`src/rtl/bus_arbiter.sv`:
```
// Two-master, one-slave round-robin data-bus arbiter with registered slave-side transaction.
// Optional slave timeout abort is enabled by defining BUS_ARB_TIMEOUT_EN.
module bus_arbiter #(
    parameter int ADDR_W  = 32,
    parameter int DATA_W  = 32,
    parameter int TIMEOUT = 255
) (
    input  logic              clk,
    input  logic              reset,
    input  logic              m0_req,
    input  logic              m0_we,
    input  logic [ADDR_W-1:0] m0_addr,
    input  logic [DATA_W-1:0] m0_wdata,
    input  logic [2:0]        m0_strb,
    output logic              m0_gnt,
    output logic              m0_done,
    output logic [DATA_W-1:0] m0_rdata,
    output logic              m0_err,
    input  logic              m1_req,
    input  logic              m1_we,
    input  logic [ADDR_W-1:0] m1_addr,
    input  logic [DATA_W-1:0] m1_wdata,
    input  logic [2:0]        m1_strb,
    output logic              m1_gnt,
    output logic              m1_done,
    output logic [DATA_W-1:0] m1_rdata,
    output logic              m1_err,
    output logic              s_valid,
    output logic              s_we,
    output logic [ADDR_W-1:0] s_addr,
    output logic [DATA_W-1:0] s_wdata,
    output logic [2:0]        s_strb,
    input  logic              s_ready,
    input  logic [DATA_W-1:0] s_rdata
);

    typedef enum logic [1:0] {IDLE, ACCESS, RESP} state_t;

    state_t state, state_next;
    logic   owner;
    logic   last_gnt;
    logic   win;
    logic   timed_out;

    if (TIMEOUT < 1 || TIMEOUT > 255) begin : g_bad_timeout
        $error("bus_arbiter: TIMEOUT must be in 1..255");
    end

    // The master that was not served last wins a tie.
    assign win = m1_req & (~m0_req | ~last_gnt);

`ifdef BUS_ARB_TIMEOUT_EN
    logic [7:0] wait_cnt;
    logic       err_q;

    assign timed_out = (state == ACCESS) && !s_ready && (wait_cnt == 8'(TIMEOUT - 1));
    assign m0_err    = (state == RESP) && err_q && !owner;
    assign m1_err    = (state == RESP) && err_q && owner;

    always_ff @(posedge clk or posedge reset) begin
        if (reset) begin
            wait_cnt <= '0;
            err_q    <= 1'b0;
        end else if (state == IDLE) begin
            wait_cnt <= '0;
            err_q    <= 1'b0;
        end else if (state == ACCESS && !s_ready) begin
            wait_cnt <= wait_cnt + 8'd1;
            err_q    <= timed_out;
        end
    end
`else
    assign timed_out = 1'b0;
    assign m0_err    = 1'b0;
    assign m1_err    = 1'b0;
`endif

    always_ff @(posedge clk or posedge reset) begin
        if (reset) state <= IDLE;
        else       state <= state_next;
    end

    always_comb begin
        state_next = state;
        case (state)
            IDLE:    if (m0_req || m1_req) state_next = ACCESS;
            ACCESS:  if (s_ready || timed_out) state_next = RESP;
            RESP:    state_next = IDLE;
            default: state_next = IDLE;
        endcase
    end

    assign s_valid = (state == ACCESS);
    assign m0_gnt  = (state != IDLE) && !owner;
    assign m1_gnt  = (state != IDLE) && owner;
    assign m0_done = (state == RESP) && !owner;
    assign m1_done = (state == RESP) && owner;

    // Transaction latch, ownership bookkeeping and read-data capture.
    always_ff @(posedge clk or posedge reset) begin
        if (reset) begin
            owner    <= 1'b0;
            last_gnt <= 1'b1;
            s_we     <= 1'b0;
            s_addr   <= '0;
            s_wdata  <= '0;
            s_strb   <= '0;
            m0_rdata <= '0;
            m1_rdata <= '0;
        end else begin
            case (state)
                IDLE: begin
                    if (m0_req || m1_req) begin
                        owner   <= win;
                        s_we    <= win ? m1_we    : m0_we;
                        s_addr  <= win ? m1_addr  : m0_addr;
                        s_wdata <= win ? m1_wdata : m0_wdata;
                        s_strb  <= win ? m1_strb  : m0_strb;
                    end
                end
                ACCESS: begin
                    if (s_ready) begin
                        if (!s_we) begin
                            if (owner) m1_rdata <= s_rdata;
                            else       m0_rdata <= s_rdata;
                        end
                    end else if (timed_out) begin
                        if (owner) m1_rdata <= '0;
                        else       m0_rdata <= '0;
                    end
                end
                RESP: last_gnt <= owner;
                default: ;
            endcase
        end
    end

endmodule

```
`config.mk`:
```
export PLATFORM = sky130hd
export DESIGN_NAME = bus_arbiter
export DESIGN_NICKNAME = d
export VERILOG_FILES = /design/src/rtl/bus_arbiter.sv
export SDC_FILE = /design/constraint.sdc
export NUM_CORES = 1
export LEC_CHECK = 0
export BUFFER_PORTS_ARGS = -buffer_cell sky130_fd_sc_hd__buf_2
export CAP_MARGIN = 25
export CORE_AREA = 2 2 120 122
export CTS_CLUSTER_SIZE = 16
export DETAILED_ROUTE_END_ITERATION = 7
export DIE_AREA = 0 0 122 124
export PLACE_DENSITY = 0.86
export SYNTH_ARGS = -nofsm -noshare
export SYNTH_HDL_FRONTEND = slang
export SYNTH_SLANG_ARGS = --single-unit
```
`constraint.sdc`:
```
create_clock -name clk -period 8.1 [get_ports clk]
set_input_delay 1.62 -clock clk [delete_from_list [all_inputs] [get_ports clk]]
set_output_delay 1.62 -clock clk [all_outputs]
set_load 0.01 [all_outputs]
```
==> impl_results.md, run 1 <==
* Post-layout util at 0.600
* CTS sink cnt at 136
* GPL Wtd Cong at 0.843
* Worst-margin pin slew at 0.902 ns
* Maxcap violations at 0
* Worst-path clk slew at 0.06 ns
* Total global routing overflow at 0
* Hold-fix buffers, CTS at 0
* Cell Pwr Density at 391 nW/um^2
* Post-synthesis cell area at 5920 sq um
* CP max FO at 65
* Final Setup Violations at 0
* Critical R2R Capture: s_wdata[9]$_DFFE_PP0P_
* Area growth, synth to finish at 39.0%
* Clk_lat worst skew at 0.42 ns
* Tmin final at 3.09 ns
* Routed vias/inst at 4.85
* Dpl hpwl at 10500 microns
* Die height at 124 microns
* Post-CTS Resized at 0
* Rel. slew slack at 0.399
* Row count at 43
* Run status: finished, final reports clean
* Unrepaired setup endpoints after global routing: false
* Yosys cell types at 20
* Crit share post-route at 0.382
* CP required at 8.39 ns
* Setup crit end kind: register
* Worst hold path type: register to register
* Largest net degree at the start of global routing at 71
* Share of layout cells above drive strength 1 at 0.723
* Final hold vios at 0
* Critical Path Source: m1_req
* Total track usage at 0.183
* Starting density of the core at 0.432
* Antenna violations before repair at 1
* Vias in the first global route at 4275
* Via count at 4281
* Worst setup path endpoint: s_wdata[9]$_DFFE_PP0P_
* Max Transition Viols Final at 0
* TritonCTS Buffers at 17
* Iter 0 DRT Violations at 122
* Antenna viol nets, final at 0
* Synth Register Bits at 136
* Fill count at 1101
* Multi-input gate area at 2370 sq um
* Worst setup SP type: input pin
* Reg2reg setup slack at 5.86 ns
* First-pass GRT wire length at 21000 microns
* Max VDD drop at 249 uV
* Cells after Synth at 380
* Sequential area share after synthesis at 0.575
* Core Footprint at 13700 sq um
* Clk buf depth at 2
* Achievable Freq at 323 MHz
* R2R depth at 4
* Root Driver: clkbuf_16
* Clock skew at 0.0116 ns
* CTS tree: built
* Antenna cells at 0
* Sequential Area at 3400 sq um
* Nets at 863
* DR DRC count at 0
* Placed Instance Area at 7600 sq um
* First-pass DRT Iterations at 4
* I/O pin total at 312
* Setup Buffers After CTS at 0
* Final instance area at 8230 sq um
* WS Path Type: input pin to register
* R2R Path Start: last_gnt$_DFFE_PP1N_
* DRT Wirelength at 14100 microns
* H-tree depth reported by CTS at 4
* Die area at 15100 sq um
* Port bufs at 309
* Ys Warns at 0
* Setup TNS at 0 ns
* Die width at 122 microns
* Avg WL per Cell at 16.0 microns
* Mapped Avg Cell Area at 15.6 sq um
* Arr. time, crit path at 3.38 ns
* Leak at 0.00408 uW
-- stage by stage --
step / hold WS, ns / cells / worst slack [ns] / power [uW]
6_report: 0.484 / 883 / 5.01 / 3220
2_1_floorplan: 0.494 / 381 / 2.84 / 1920
4_1_cts: 0.485 / 883 / 5.02 / 3260
5_1_grt: 0.505 / 883 / 4.96 / 3410
3_5_place_dp: 0.470 / 851 / 4.58 / 2440
3_3_place_gp: 0.463 / 851 / 4.63 / 2390
-- synthesized netlist by cell type --
| cell | instances | share of area |
|---|---|---|
| conb_1 | 1 | 0.00063 |
| buf_6 | 5 | 0.0095 |
| nor3_2 | 1 | 0.0017 |
| mux2_1 | 42 | 0.080 |
| o21ai_1 | 1 | 0.00084 |
| nand3b_1 | 1 | 0.0013 |
| a21bo_1 | 1 | 0.0017 |
| nor2_1 | 5 | 0.0032 |
| or3_1 | 1 | 0.0011 |
| buf_2 | 15 | 0.013 |
| o21ai_0 | 1 | 0.00084 |
| buf_4 | 2 | 0.0025 |
| clkbuf_1 | 2 | 0.0013 |
| a21o_1 | 1 | 0.0013 |
| mux2i_1 | 1 | 0.0017 |
| dfstp_2 | 1 | 0.0044 |
| inv_1 | 4 | 0.0025 |
| dfrtp_1 | 135 | 0.57 |
| mux2_2 | 158 | 0.30 |
| nand2b_1 | 2 | 0.0021 |
-- registers in the layout, indices dropped and copies added (netlist names) --
register	cells
m0_rdata	32
state	2
m1_rdata	32
last_gnt	1
owner	1
s_addr	32
s_strb	3
s_wdata	32
s_we	1
-- layout make-up --
class                           instances  area share
Clock buffer                           18      0.0522
Clock inverter                         14      0.0239
Inverter                                4     0.00243
Multi-Input combinational cell        217       0.288
Sequential cell                       136       0.414
Tap cell                              180      0.0274
Timing Repair Buffer                  314       0.192
-- worst max-delay path, stage by stage --
cell     delay (ns)
buf_2          0.12
a21bo_2        0.25
buf_4          0.63
mux2_2         0.43
mux2_2         0.26
-- placed cells by master (no fill, tap or decap) --
cell,synthesis,final
buf_2,15,309
mux2_2,158,158
dfrtp_1,135,135
mux2_1,42,42
clkbuf_16,0,17
nor2_1,5,5
buf_4,2,5
bufinv_16,0,4
inv_1,4,3
inv_6,0,3
clkinv_4,0,3
clkinvlp_4,0,3
nand2b_1,2,2
conb_1,1,2
clkinv_2,0,2
a21bo_2,0,1
o21ai_4,0,1
nand3b_1,1,1
nor3_4,0,1
or3_1,1,1
o21ai_0,1,1
a21o_1,1,1
mux2i_1,1,1
clkbuf_1,2,1
dfstp_2,1,1
-- kinds of logic after synthesis --
logic type | Yosys count | share of synthesized area
flops | 136 | 0.575
mux | 201 | 0.382
simple gates | 10 | 0.00930
buf+inv | 28 | 0.0285
compound gates | 4 | 0.00465
other cells | 1 | 0.000633
-- worst min-delay path by stage --
| stage | startpoint | to | slack [ns] | cells after the start |
|---|---|---|---|---|
| after global routing | m1_rdata[12]$_DFFE_PP0P_ | m1_rdata[12]$_DFFE_PP0P_ | 0.50 | 1 |
| after CTS | m0_rdata[22]$_DFFE_PP0P_ | m0_rdata[22]$_DFFE_PP0P_ | 0.48 | 1 |
| after floorplan | last_gnt$_DFFE_PP1N_ | last_gnt$_DFFE_PP1N_ | 0.49 | 1 |
| after global placement | m0_rdata[24]$_DFFE_PP0P_ | m0_rdata[24]$_DFFE_PP0P_ | 0.46 | 1 |
| after detailed placement | m0_rdata[22]$_DFFE_PP0P_ | m0_rdata[22]$_DFFE_PP0P_ | 0.47 | 1 |
| final | m1_rdata[3]$_DFFE_PP0P_ | m1_rdata[3]$_DFFE_PP0P_ | 0.48 | 1 |
-- power by group --
| part | internal (uW) | switching, uW | leakage (uW) |
|---|---|---|---|
| Combinational | 636 | 574 | 0.00216 |
| Clock | 517 | 294 | 0.000297 |
| Sequential | 1030 | 170 | 0.00162 |
-- layer usage --
| metal | track usage | wire, microns | up-vias |
|---|---|---|---|
| li1 | - | - | 1976 |
| met1 | 0.196 | 5100 | 2083 |
| met2 | 0.324 | 7430 | 187 |
| met3 | 0.0636 | 1190 | 33 |
| met4 | 0.0876 | 373 | 2 |
| met5 | 0 | 13 | - |
Note: power is estimated with default switching activity, not from simulation.
==> run 2, diff against run 1 <==
- CORE_AREA: 2 2 120 122 -> 2 2 122 124
- DIE_AREA: 0 0 122 124 -> 0 0 124 126
- PLACE_DENSITY: 0.86 -> 0.84
- clock period: 8.1 -> 3.1 ns (I/O delays scaled with it)
==> impl_results.md, run 2 (synthesized netlist as in run 1, its figures left out) <==
* Worst-path clk slew at 0.06 ns (about the same)
* Worst-margin pin slew at 0.854 ns (-0.0485 ns)
* CP bufs+invs at 1 (-1)
* Tmin final at 1.96 ns
* Core Footprint at 14300 sq um (+4.3%)
* Placed Instance Area at 7720 sq um (+1.6%)
* Critical R2R Capture: s_wdata[8]$_DFFE_PP0P_
* CTS sink cnt at 136 (unchanged)
* Worst setup SP type: register
* HP Start: s_ready
* DR WL met2 at 7340 microns (-1.2%)
* Iter 0 DRT Violations at 124 (+1.6%)
* CTS tree: built
* Setup Buffers After CTS at 0 (unchanged)
* Fill count at 1167 (+6.0%)
* Final cell count without fillers at 894 (+1.2%)
* Share of layout cells above drive strength 1 at 0.721 (-0.00149)
* Area growth, synth to finish at 40.1%
* CP Cell Sequence: a21bo_4 -> buf_4 -> mux2_2 -> mux2_2
* Port bufs at 309 (unchanged)
* Met3 WL at 1200 microns (+0.67%)
* Die height at 126 microns (+1.6%)
* First-pass DRT Iterations at 4 (unchanged)
* Row count at 44 (+2.3%)
* Antenna cells at 0 (unchanged)
* Crit share post-route at 0.632
* Vias in the first global route at 4451 (+4.1%)
* Slowest cell on crit path: dfstp_2
* Total global routing overflow at 0 (unchanged)
* Top Metal Used: met4
* DR DRC count at 0 (unchanged)
* Starting density of the core at 0.414 (-0.0179)
* TritonCTS Buffers at 17 (unchanged)
* Crit-path leading delay family: multiplexers
* DRT Wirelength at 14200 microns (+0.43%)
* Largest net degree at the start of global routing at 70 (-1.4%)
* First-pass GRT wire length at 21700 microns (+3.4%)
* Unrepaired setup endpoints after global routing: false
* Clock skew at 0.00955 ns (-0.00209 ns)
* Top cell by count, worst path: mux2_2
* Hold path depth at 2 (+1)
* Leak at 0.00411 uW (+0.85%)
* Dpl hpwl at 10700 microns (+2.0%)
* Clk_lat worst skew at 0.40 ns (-0.02 ns)
* H-tree depth reported by CTS at 4 (unchanged)
* Maxcap violations at 0 (unchanged)
* R2R depth at 4 (unchanged)
* Antenna violations before repair at 0 (-1)
* Die area at 15600 sq um (+3.3%)
* Final Setup Violations at 0 (unchanged)
* Hold-fix buffers, CTS at 0 (unchanged)
* Hold EP: state[0]$_DFFE_PP0P_
* Achievable Freq at 511 MHz
* Total Power at 8330 uW (+160%)
* Via count at 4262 (-0.44%)
* Commonest non-fill, non-tap cell in the layout: buf_2
* Slowest cell delay on critical path at 0.54 ns (-0.09 ns)
* Cell Pwr Density at 1000 nW/um^2 (+160%)
* CP max FO at 25 (-62%)
* Arr. time, crit path at 2.24 ns (-1.14 ns)
* Rel. slew slack at 0.431 (+0.0323)
* Die width at 124 microns (+1.6%)
* Met1 WL at 5490 microns (+7.8%)
* CP required at 3.39 ns (-5.00 ns)
* Post-CTS Resized at 0 (unchanged)
* Setup crit end kind: register
* Run status: finished, final reports clean
* Final hold vios at 0 (unchanged)
* Routed vias/inst at 4.77 (-1.7%)
* I/O pin total at 312 (unchanged)
* Root Driver: clkbuf_16
* Worst hold path type: input pin to register
* Nets at 871 (+0.93%)
* R2R Path Start: last_gnt$_DFFE_PP1N_
* Max Transition Viols Final at 0 (unchanged)
* Total track usage at 0.181 (-0.00215)
* Final instance area at 8300 sq um (+0.85%)
* Max VDD drop at 511 uV (+100%)
* WS Path Type: register to register
* Commonest cells after routing, fill and taps aside: 309 x buf_2, 158 x mux2_2, 135 x dfrtp_1
* Reg2reg setup slack at 1.14 ns (-4.72 ns)
* Clk buf depth at 2 (unchanged)
* Setup TNS at 0 ns (unchanged)
* Avg WL per Cell at 15.8 microns (-0.80%)
* GPL Wtd Cong at 0.748 (-11%)
* Antenna viol nets, final at 0 (unchanged)
* Placed Cells at 863 (+1.4%)
==> run 2: layout make-up <==
| type | count | area [sq um] | area share |
|---|---|---|---|
| Clock inverter | 7 | 93.8 | 0.0113 |
| Timing Repair Buffer | 322 | 1690 | 0.204 |
| Clock buffer | 24 | 482 | 0.0580 |
| Inverter | 4 | 18.8 | 0.00226 |
| Tap cell | 184 | 230 | 0.0277 |
| Sequential cell | 136 | 3400 | 0.410 |
| Multi-Input combinational cell | 217 | 2380 | 0.286 |
==> run 2: metal layers <==
layer	vias up	global-route usage
met4	0	0.0555
met1	2080	0.196
met3	10	0.0675
li1	1989	-
met2	183	0.324
met5	-	0
==> run 2: worst max-delay path by stage <==
stage | start | endpoint | slack, ns | depth (start not counted)
after detailed placement | m1_req | s_wdata[8]$_DFFE_PP0P_ | 0.86 | 5
after CTS | last_gnt$_DFFE_PP1N_ | s_wdata[8]$_DFFE_PP0P_ | 1.13 | 4
final | last_gnt$_DFFE_PP1N_ | s_wdata[8]$_DFFE_PP0P_ | 1.14 | 4
after global routing | last_gnt$_DFFE_PP1N_ | s_wdata[4]$_DFFE_PP0P_ | 1.06 | 4
after global placement | m1_req | s_wdata[0]$_DFFE_PP0P_ | 0.90 | 5
after floorplan | reset | m0_rdata[0]$_DFFE_PP0P_ | 0.79 | 1
==> run 2: worst register-to-register path, stage by stage (launching register included) <==
cell and delay (ns):
dfstp_2 0.54, a21bo_4 0.39, buf_4 0.29, mux2_2 0.36, mux2_2 0.26
==> run 2: stage by stage <==
step,hold slack (ns),util,worst slack (ns)
final,0.434,0.580,1.14
after global routing,0.418,0.580,1.06
after CTS,0.413,0.580,1.13
after detailed placement,0.469,0.540,0.860
after global placement,0.464,0.540,0.899
after floorplan,0.494,-,0.788
==> run 2: report_power, final <==
group	leakage [uW]	internal [uW]	switching, uW
logic	0.00222	1740	1520
clock network	0.000276	1240	704
registers	0.00162	2690	441
